--- config.mk ---
export PLATFORM = sky130hd
export DESIGN_NAME = mux2_unit
export DESIGN_NICKNAME = d
export VERILOG_FILES = /design/src/rtl/mux2_unit.sv
export SDC_FILE = /design/constraint.sdc
export NUM_CORES = 1
export LEC_CHECK = 0
export BUFFER_PORTS_ARGS = -buffer_cell sky130_fd_sc_hd__buf_2
export CAP_MARGIN = 10
export CORE_UTILIZATION = 55
export DETAILED_ROUTE_END_ITERATION = 16
export PLACE_DENSITY_LB_ADDON = 0.15
export SETUP_SLACK_MARGIN = 0.2
export SYNTH_ARGS = -nofsm -noshare
export SYNTH_HDL_FRONTEND = slang
export SYNTH_SLANG_ARGS = --single-unit
--- constraint.sdc ---
create_clock -name clk -period 4.4 [get_ports clk]
set_input_delay 0.44 -clock clk [delete_from_list [all_inputs] [get_ports clk]]
set_output_delay 0.44 -clock clk [all_outputs]
set_load 0.1 [all_outputs]
--- src/rtl/mux2_unit.sv ---
// ---------------------------------------------------------------------------
// mux2_unit
//
// This is a two-input, WIDTH-bit data multiplexer with two outputs:
//   - a zero-latency combinational output (z), and
//   - a one-cycle registered copy (z_q).
// The registered copy carries a valid qualifier and a counter that records
// how many times the select changes (toggle statistics).
//
// Optional build:
//   `define MUX2_UNIT_PARITY_EN adds the output port z_par. z_par is the even
//   parity (XOR reduction) of the value loaded into z_q, and it is registered
//   together with z_q.
//
// Parameters:
//   WIDTH      data width of d0, d1, z and z_q
//   CNT_W      width of the saturating select-toggle counter
//
// Ports:
//   clk        rising-edge clock
//   rst_n      asynchronous active-low reset
//   d0, d1     data inputs (sel=0 picks d0, sel=1 picks d1)
//   sel        select
//   in_valid   qualifies d0/d1/sel for the registered path
//   clr_cnt    synchronous clear of toggle_cnt; takes priority over an increment
//   z          combinational mux result; valid during reset
//   z_q        registered mux result; holds when in_valid=0
//   out_valid  z_q was loaded on the last edge
//   toggle_cnt count of sel changes between valid samples; saturates
//   z_par      (MUX2_UNIT_PARITY_EN only) parity of z_q
// ---------------------------------------------------------------------------
module mux2_unit #(
    parameter int WIDTH = 1,
    parameter int CNT_W = 16
) (
    input  logic             clk,
    input  logic             rst_n,
    input  logic [WIDTH-1:0] d0,
    input  logic [WIDTH-1:0] d1,
    input  logic             sel,
    input  logic             in_valid,
    input  logic             clr_cnt,
    output logic [WIDTH-1:0] z,
    output logic [WIDTH-1:0] z_q,
    output logic             out_valid,
    output logic [CNT_W-1:0] toggle_cnt
`ifdef MUX2_UNIT_PARITY_EN
    ,
    output logic             z_par
`endif
);

    // Select value from the most recent valid sample. After reset it is 0,
    // so a first valid sample with sel=1 counts as a toggle.
    logic sel_prev;
    logic cnt_sat;
    logic toggled;

    assign z       = sel ? d1 : d0;
    assign cnt_sat = (toggle_cnt == {CNT_W{1'b1}});
    assign toggled = in_valid && (sel != sel_prev);

    always_ff @(posedge clk or negedge rst_n) begin
        if (!rst_n) begin
            z_q       <= '0;
            out_valid <= 1'b0;
            sel_prev  <= 1'b0;
        end else begin
            out_valid <= in_valid;
            if (in_valid) begin
                z_q      <= z;
                sel_prev <= sel;
            end
        end
    end

    // The clear wins over a simultaneous toggle. sel_prev still advances
    // above in that cycle, so the next toggle is measured from the new sel.
    always_ff @(posedge clk or negedge rst_n) begin
        if (!rst_n) begin
            toggle_cnt <= '0;
        end else if (clr_cnt) begin
            toggle_cnt <= '0;
        end else if (toggled && !cnt_sat) begin
            toggle_cnt <= toggle_cnt + CNT_W'(1);
        end
    end

`ifdef MUX2_UNIT_PARITY_EN
    always_ff @(posedge clk or negedge rst_n) begin
        if (!rst_n) begin
            z_par <= 1'b0;
        end else if (in_valid) begin
            z_par <= ^z;
        end
    end
`endif

endmodule

==> metrics.md, run 1 <==
| Metric | Value |
|---|---|
| Post-cts sizing count | `0` |
| Reg2reg end | `toggle_cnt[14]$_DFFE_PN0P_` |
| Final Non-Filler Cells | `157` |
| Via count | `961` |
| Cells after Synth | `106` |
| Share of cells above drive strength 1 | `0.2955` |
| Initial DRC Count | `17` |
| Syn Area/Cell | `9.856 sq um` |
| Residual DRC | `0` |
| Min Hold Slack | `63.20 ps` |
| Cell Chain, Critical Path | `nand4_1 > or4_4 > nor4b_1 > mux2_2` |
| Syn_nets | `114` |
| # port buffers | `25` |
| Netlist Area Pre-Place | `1045 sq um` |
| Worst stage delay on the critical path | `510 ps` |
| Initial Util | `0.5986` |
| Worst R2R Start | `toggle_cnt[3]$_DFFE_PN0P_` |
| Worst reg-to-reg setup slack | `2400 ps` |
| EDFF count, synth | `0` |
| TritonRoute pass-1 iters | `4` |
| Critical path buffer and inverter count | `0` |
| Yosys warns | `0` |
| Worst-Skew Late Latency | `290 ps` |
| DP Wirelength | `1.530 mm` |
| Wirelength, routed | `2.134 mm` |
| CP Max Fanout | `8` |
| Cts bufs inserted | `3` |
| Clk buf depth | `2` |
| Antenna viol nets, final | `0` |
| Core area | `1745 sq um` |
| Clock Power Share | `0.272` |
| # diodes | `0` |
| Area Overhead vs Synth | `15.09%` |
| Seq pwr share | `0.566` |
| Largest net degree at the start of global routing | `20` |
| Worst reg2reg path depth | `4` |
| Max cap viols | `0` |
| Placed Area | `1176 sq um` |
| WP data required | `4590 ps` |
| RSZ-0062 raised after global routing | `no` |
| CTS tree | `built` |
| Yosys reg bits | `19` |
| Dpl cells | `153` |
| Final instance area | `1202 sq um` |
| Worst endpoint data arrival time | `2190 ps` |
| CTS Hold Buffers Added | `0` |
| Root Buffer | `clkbuf_4` |
| Sw frac | `0.3006` |
| Status | `finished, final reports clean` |
| # IOs | `26` |
| P_int | `0.2235 mW` |
| Max Clock Skew | `2.550 ps` |
| Die Height | `45.59 um` |
| H-Tree Depth | `1` |
| Max Freq | `0.5004 GHz` |
| Power per cell area | `265.7 nW/um^2` |
| Tmin final | `1998 ps` |
| CP max-delay cell | `or4_4` |
| Ys flop type | `dfrtp_1` |
| DIE AREA | `2078 sq um` |
| Cell variety after synth | `29` |
| Fill count | `151` |
| Worst slew pin tran | `487.0 ps` |
| Period utilisation layout | `0.4541` |
| Setup_tns | `0 ps` |
| Fraction of registers with async set/reset | `1.000` |
| GRT Overall Usage | `0.2452` |
| Worst IR drop on VDD | `0.0002394 V` |
| Hold Path Class | `in2async` |
| Initial antenna violation count | `0` |
| First-pass GRT wire length | `3.629 mm` |
| Routed WL per cell | `13.59 um` |
| Final GP Congestion | `0.7830` |
| Combinational share of power | `0.161` |
| Post-CTS Setup Inserts | `0` |
| Slew Limit Headroom | `0.6776` |
| Post-layout nets | `141` |
| Row Count | `15` |
| Register area share after synthesis | `0.4551` |
| Yosys top cell by area | `dfrtp_1` |
| Max Slew Vio Count | `0` |
| Switching power | `0.09604 mW` |
| Leak pwr | `0.5087 nW` |
| DR vias/cell | `6.121` |
| Fin util | `0.6889` |
| Ranking of synthesized cells by area | `dfrtp_1 (46%), a21oi_1 (7.2%), o31ai_1 (6.5%)` |
| WS Path Type | `reg2reg` |
| Worst Setup End Kind | `flip-flop` |
| Clk sinks | `19` |
| Cell family with most CP delay | `simple AND/OR/NAND/NOR gates` |
| Crit start category | `flip-flop` |
| Number of global-route vias before repair | `832` |
| Yosys top cell area share | `0.4551` |
| Remaining Overflow, GRT | `0` |
| Die X | `45.59 um` |
| Final count of hold timing violations | `0` |
| CTS clock-pin slew for the worst setup and hold paths | `100 ps` |
| Final setup viols | `0` |
## placed cells by master (no fill, tap or decap), types with 2 or more instances in the layout
| cell type | n |
|---|---|
| buf_2 | 25 |
| dfrtp_1 | 19 |
| a21oi_1 | 15 |
| o31ai_1 | 9 |
| or4_1 | 9 |
| nand2_1 | 6 |
| nand3_1 | 5 |
| mux2_2 | 4 |
| nand4_1 | 4 |
| inv_1 | 4 |
| or3_1 | 4 |
| o21ai_0 | 4 |
| nor2_1 | 3 |
| clkbuf_4 | 3 |
| o41ai_1 | 2 |
| or4_2 | 2 |
## cells in the mapped netlist, types with 3 or more instances
| cell type | number |
|---|---|
| a21oi_1 | 15 |
| dfrtp_1 | 19 |
| inv_1 | 4 |
| mux2_2 | 4 |
| nand2_1 | 6 |
| nand3_1 | 5 |
| nand4_1 | 4 |
| nor2_1 | 3 |
| o21ai_0 | 4 |
| o31ai_1 | 9 |
| or3_1 | 4 |
| or4_1 | 9 |
## state kept, by name (all words and copies together), names as in the netlist
signal,cells
toggle_cnt,16
sel_prev,1
z_q,1
out_valid,1
## cell type report
type	instances	area, sq um	share of cell area
sequential	19	475.5	0.3954
multi-input combinational	79	521.8	0.4339
clock buffer	4	26.28	0.02185
timing repair buffer	26	132.6	0.1103
inverter	4	15.01	0.01249
tap	25	31.28	0.02601
## worst max-delay path by stage
stage,startpoint,endpoint,slack [ps],cells after the start
floorplan,toggle_cnt[8]$_DFFE_PN0P_,toggle_cnt[14]$_DFFE_PN0P_,1870,4
global placement,sel,toggle_cnt[11]$_DFFE_PN0P_,2430,5
detailed placement,sel,toggle_cnt[11]$_DFFE_PN0P_,2350,5
CTS,toggle_cnt[3]$_DFFE_PN0P_,toggle_cnt[14]$_DFFE_PN0P_,2410,4
global route,toggle_cnt[3]$_DFFE_PN0P_,toggle_cnt[14]$_DFFE_PN0P_,2290,4
finish,toggle_cnt[3]$_DFFE_PN0P_,toggle_cnt[14]$_DFFE_PN0P_,2400,4
## power groups by stage
| stage | clock, mW | sequential [mW] | combinational [mW] |
|---|---|---|---|
| 2_1_floorplan | 0 | 0.206 | 0.0178 |
| 3_3_place_gp | 0 | 0.184 | 0.0512 |
| 3_5_place_dp | 0 | 0.184 | 0.0521 |
| 4_1_cts | 0.0905 | 0.181 | 0.0521 |
| 5_1_grt | 0.0975 | 0.182 | 0.0547 |
| 6_report | 0.0870 | 0.181 | 0.0515 |
## metrics by stage
stage               power [mW]  setup WS, ps
floorplan               0.2242          1866
global placement        0.2353          2431
detailed placement      0.2365          2346
CTS                     0.3236          2408
global route            0.3337          2290
finish                  0.3195          2402
## logic make-up after synthesis
kind of cell	after synthesis	share of synthesized area
adder cells (fa/ha/maj)	1	0.01197
AND/OR/NAND/NOR	43	0.2635
multiplexers	4	0.04311
flip-flops	19	0.4551
buffers and inverters	8	0.04550
XOR/XNOR	1	0.008385
AO/OA/AOI/OAI	30	0.1725
## routing by layer
layer  wire, um  global-route usage  vias up
li1           -                   -      470
met1        988              0.3300      463
met2       1045              0.3857       26
met3         90             0.04762        2
met4         10             0.09697        0
met5          0                   0        -
Power figures use the tool's default switching activity.
==> run 2, diff against run 1 <==
- CORE_UTILIZATION: 55 -> 51
- clock period: 4.4 -> 1.9 ns (I/O delays scaled with it)
==> metrics.md, run 2 (same netlist as run 1, synthesis figures left out) <==
| Metric | Value |
|---|---|
| Status | `finished, final reports clean` |
| Worst IR drop on VDD | `0.0006462 V` |
| Worst Setup End Kind | `flip-flop` |
| Share of cells above drive strength 1 | `0.5608` |
| Largest net degree at the start of global routing | `20` |
| Final setup viols | `0` |
| Residual DRC | `0` |
| Wirelength, routed | `2.806 mm` |
| Slew Limit Headroom | `0.6688` |
| Hold path cells | `1` |
| Root Buffer | `clkbuf_4` |
| Clk sinks | `19` |
| Row Count | `16` |
| Antenna viol nets, final | `0` |
| Leak pwr | `0.5870 nW` |
| DP Wirelength | `1.692 mm` |
| Core area | `1942 sq um` |
| Initial Util | `0.5380` |
| Power per cell area | `521.9 nW/um^2` |
| DR vias/cell | `5.920` |
| Fin util | `0.7564` |
| # IOs | `26` |
| Final GP Congestion | `0.8477` |
| # diodes | `0` |
| Worst reg2reg path depth | `4` |
| Total power | `0.7667 mW` |
| Cts bufs inserted | `3` |
| Tmin final | `1818 ps` |
| Initial antenna violation count | `0` |
| RSZ-0062 raised after global routing | `yes` |
| Clk buf depth | `2` |
| Max Slew Vio Count | `0` |
| Most common cell after layout, fill and taps aside | `buf_2` |
| Biggest register | `toggle_cnt` |
| Period utilisation layout | `0.9567` |
| # port buffers | `25` |
| Most frequent cells in the layout | `buf_2 (25), buf_4 (16), a21oi_1 (14), dfrtp_4 (12), o31ai_1 (9)` |
| Worst endpoint data arrival time | `2060 ps` |
| WS Path Type | `reg2reg` |
| Max Freq | `0.5501 GHz` |
| Die X | `47.26 um` |
| DIE AREA | `2234 sq um` |
| Area Overhead vs Synth | `40.60%` |
| Max cap viols | `0` |
| GRT Overall Usage | `0.2601` |
| Die Height | `47.26 um` |
| Max reg flops | `16` |
| Max Clock Skew | `9.302 ps` |
| Worst slew pin tran | `500.3 ps` |
| Post-layout nets | `157` |
| Fill count | `151` |
| WP data required | `2140 ps` |
| H-Tree Depth | `1` |
| Number of global-route vias before repair | `905` |
| Crit start category | `flip-flop` |
| CTS clock-pin slew for the worst setup and hold paths | `120 ps` |
| TritonRoute pass-1 iters | `4` |
| Final count of hold timing violations | `0` |
| Setup_tns | `0 ps` |
| Remaining Overflow, GRT | `0` |
| Routed WL per cell | `16.03 um` |
| CP Max Fanout | `5` |
| Worst-Skew Late Latency | `310 ps` |
| Initial DRC Count | `26` |
| Via count | `1036` |
| CTS tree | `built` |
| Hold Path Class | `in2reg` |
| First-pass GRT wire length | `4.008 mm` |
[run 2: changes by cell type in the layout (fill, tap and decap cells not counted), moves of 2 or more]
cell     previous run  this run
dfrtp_4             0        12
dfrtp_2             0         4
buf_4               1        16
dfrtp_1            19         3
or4_4               1         3
[run 2: timing repair]
item	CTS	global route
hold buffers	1	0
hold endpoints to repair	19	0
setup endpoints to repair	11	14
resized for setup	2	9
buffers inserted	8	3
gates cloned	0	1
pin swaps	0	4
[run 2: cell type report]
class | instances | area, sq um | area share
Tap cell | 27 | 33.78 | 0.02300
Sequential cell | 19 | 525.5 | 0.3578
Multi-Input combinational cell | 79 | 611.8 | 0.4165
Clock buffer | 3 | 22.52 | 0.01533
Clock inverter | 1 | 5.005 | 0.003407
Timing Repair Buffer | 42 | 255.2 | 0.1738
Inverter | 4 | 15.01 | 0.01022
[run 2: stage by stage]
stage	std cells	setup WS, ps	hold WS, ps	instance area, sq um
6_report	175	82.19	75.45	1469
5_1_grt	175	40.16	64.82	1469
4_1_cts	171	99.07	73.60	1403
3_5_place_dp	158	96.62	161.6	1295
3_3_place_gp	158	123.9	155.3	1295
2_1_floorplan	106	-137.0	-105.6	1139
[run 2: routing by layer]
metal,wire length [um],vias to the layer above,global-route usage
met5,0,-,0
met4,15,0,0.1086
met3,77,2,0.03462
met2,1529,23,0.4411
met1,1183,512,0.3302
li1,-,499,-
[run 2: worst paths after layout]
check | slack (ps) | startpoint | endpoint
worst max-delay path | 80 | toggle_cnt[5]$_DFFE_PN0P_ | toggle_cnt[13]$_DFFE_PN0P_
worst min-delay path | 80 | in_valid | out_valid$_DFF_PN0_
worst max register to register | 80 | toggle_cnt[5]$_DFFE_PN0P_ | toggle_cnt[13]$_DFFE_PN0P_
worst min register to register | 520 | z_q$_DFFE_PN0P_ | z_q$_DFFE_PN0P_
max in group asynchronous | 1210 | rst_n | toggle_cnt[1]$_DFFE_PN0P_
min in group asynchronous | 340 | rst_n | toggle_cnt[9]$_DFFE_PN0P_
[run 2: report_power, final]
group	internal, mW	switching [mW]	total (mW)
sequential	0.415	0.00825	0.423
clock	0.0785	0.139	0.218
combinational	0.0259	0.0997	0.126
total	0.519	0.247	0.767
[run 2: critical path, stage by stage, from the launching register on]
cell     delay (ps)
dfrtp_4         450
nand4_1         150
or4_4           480
or4_4           530
a21oi_2         140
==> run 3, diff against run 2 <==
- ABC_AREA: not set -> 1
- CORE_UTILIZATION: 51 -> 52
==> metrics.md, run 3 <==
| Metric | Value |
|---|---|
| Combinational share of power | `0.194` |
| Clk buf depth | `2` |
| H-Tree Depth | `1` |
| # port buffers | `25` |
| Critical Path Start | `toggle_cnt[0]$_DFFE_PN0P_` |
| Max Clock Skew | `7.693 ps` |
| Die Height | `48.82 um` |
| Largest net degree at the start of global routing | `20` |
| Initial DRC Count | `29` |
| # diodes | `0` |
| Root Buffer | `clkbuf_4` |
| Via count | `1127` |
| Most frequent cells in the layout | `nand2_1 (59), buf_2 (25), nor2_1 (17), nand3_1 (13)` |
| Fraction of registers with async set/reset | `1.000` |
| Syn Area/Cell | `7.214 sq um` |
| Most frequent cells after synthesis | `nand2_1 (59), dfrtp_1 (19), nor2_1 (18)` |
| Fin util | `0.6944` |
| Core area | `2002 sq um` |
| Worst Setup End Kind | `flip-flop` |
| Dpl cells | `207` |
| Worst endpoint data arrival time | `1800 ps` |
| Max Freq | `0.6236 GHz` |
| Slew Limit Headroom | `0.6775` |
| Reg2reg end | `toggle_cnt[11]$_DFFE_PN0P_` |
| TritonRoute pass-1 iters | `4` |
| EDFF count, synth | `0` |
| Status | `finished, final reports clean` |
| Setup_tns | `0 ps` |
| Max cap viols | `0` |
| Initial Util | `0.5694` |
| Min Hold Slack | `51.27 ps` |
| GRT Overall Usage | `0.2395` |
| P_int | `0.5255 mW` |
| Share of cells above drive strength 1 | `0.3032` |
| Final Non-Filler Cells | `215` |
| Worst slew pin tran | `487.1 ps` |
| Worst-Skew Late Latency | `300 ps` |
| Count leader, synth | `nand2_1` |
| Final setup viols | `0` |
| CTS clock-pin slew for the worst setup and hold paths | `120 ps` |
| CP Max Fanout | `15` |
| Worst IR drop on VDD | `0.0004656 V` |
| Period utilisation layout | `0.8441` |
| Cts bufs inserted | `3` |
| Worst R2R Start | `toggle_cnt[0]$_DFFE_PN0P_` |
| Syn_nets | `166` |
| CTS tree | `built` |
| Post-layout nets | `197` |
| Clock Power Share | `0.268` |
| Hold wc startpoint | `in_valid` |
| Hold EP | `out_valid$_DFF_PN0_` |
| Ranking of synthesized cells by area | `dfrtp_1 (42%), nand2_1 (19%), nor2_1 (5.9%)` |
| DIE AREA | `2383 sq um` |
| Seq pwr share | `0.539` |
| Tmin final | `1604 ps` |
| Yosys warns | `0` |
| Routed WL per cell | `12.20 um` |
| Cell variety after synth | `21` |
| Worst reg2reg path depth | `9` |
| Leak pwr | `0.6674 nW` |
| Yosys top cell by area | `dfrtp_1` |
| WP data required | `2090 ps` |
| Total power | `0.7848 mW` |
| Switching power | `0.2593 mW` |
| Worst reg-to-reg setup slack | `300 ps` |
| Wirelength, routed | `2.622 mm` |
| Biggest register | `toggle_cnt` |
| Register area share after synthesis | `0.4171` |
| Hold Path Class | `in2reg` |
| Yosys top cell area share | `0.4171` |
| Max Slew Vio Count | `0` |
| Antenna viol nets, final | `0` |
| Most common cell after layout, fill and taps aside | `nand2_1` |
| Cells after Synth | `158` |
| Final count of hold timing violations | `0` |
| RSZ-0062 raised after global routing | `no` |
| Die X | `48.82 um` |
| Row Count | `16` |
| Yosys reg bits | `19` |
| Max reg flops | `16` |
| Hold path cells | `1` |
| Remaining Overflow, GRT | `0` |
| # IOs | `26` |
| DP Wirelength | `1.779 mm` |
| Power per cell area | `564.6 nW/um^2` |
| First-pass GRT wire length | `4.443 mm` |
| WS Path Type | `reg2reg` |
| Clk sinks | `19` |
| Area Overhead vs Synth | `21.95%` |
| Crit start category | `flip-flop` |
| Initial antenna violation count | `0` |
| Number of global-route vias before repair | `1052` |
| Final GP Congestion | `0.8949` |
| Residual DRC | `0` |
| DR vias/cell | `5.242` |
| Ys flop type | `dfrtp_1` |
| Sw frac | `0.3304` |
| Netlist Area Pre-Place | `1140 sq um` |
run 3: per-layer routing:
metal | track usage | part of all wire | wire, um
met2 | 0.4306 | 0.49 | 1284
met5 | 0 | 0 | 0
met1 | 0.3044 | 0.45 | 1171
met3 | 0.02804 | 0.043 | 113
met4 | 0.05882 | 0.020 | 53
run 3: timing repair:
action / 4_1_cts / 5_1_grt
pin swaps: 0 / 1
setup endpoints to repair: 11 / 15
buffers inserted: 0 / 3
hold buffers: 1 / 0
hold endpoints to repair: 19 / 0
gates resized for setup: 2 / 0
run 3: final cells by class:
cell class | instances | area (sq um)
Sequential cell | 19 | 505.5
Fill cell | 170 | 611.8
Multi-Input combinational cell | 123 | 614.3
Clock buffer | 3 | 22.52
Clock inverter | 1 | 5.005
Timing Repair Buffer | 29 | 157.7
Tap cell | 27 | 33.78
Inverter | 13 | 51.30
run 3: cells by family (layout without fill, tap and decap cells):
kind of cell             count (synthesis)  in the layout  share of synthesized area
AND/OR/NAND/NOR                        105            105                     0.3974
flip-flops                              19             19                     0.4171
XOR/XNOR                                 5              5                    0.03842
adder cells (fa/ha/maj)                  1              1                    0.01098
buffers and inverters                   16             46                    0.06585
AO/OA/AOI/OAI                           12             12                    0.07026
run 3: power by group through the flow:
stage / sequential [mW] / combinational, mW / clock [mW]
4_1_cts: 0.423 / 0.144 / 0.217
3_5_place_dp: 0.431 / 0.140 / 0
6_report: 0.423 / 0.152 / 0.210
3_3_place_gp: 0.430 / 0.139 / 0
2_1_floorplan: 0.482 / 0.0579 / 0
5_1_grt: 0.424 / 0.162 / 0.233
run 3: how the worst max path moves through the flow:
stage / end / slack, ps
detailed placement: toggle_cnt[2]$_DFFE_PN0P_ / -9
floorplan: toggle_cnt[6]$_DFFE_PN0P_ / 170
global placement: toggle_cnt[2]$_DFFE_PN0P_ / 60
global route: toggle_cnt[15]$_DFFE_PN0P_ / 180
finish: toggle_cnt[11]$_DFFE_PN0P_ / 300
CTS: toggle_cnt[11]$_DFFE_PN0P_ / 250
run 3: critical path, stage by stage, from the launching register on:
cell	delay, ps
dfrtp_4	520
ha_4	180
nand2_2	80
nor2_4	40
nand2_2	110
nor2_4	70
o21ai_4	230
inv_4	120
nand2_1	80
nand2_1	50
run 3: stage by stage:
stage	setup WS (ps)	area [sq um]
4_1_cts	247.3	1368
6_report	296.3	1390
2_1_floorplan	168.4	1187
5_1_grt	183.6	1390
3_3_place_gp	55.95	1323
3_5_place_dp	-9.492	1323
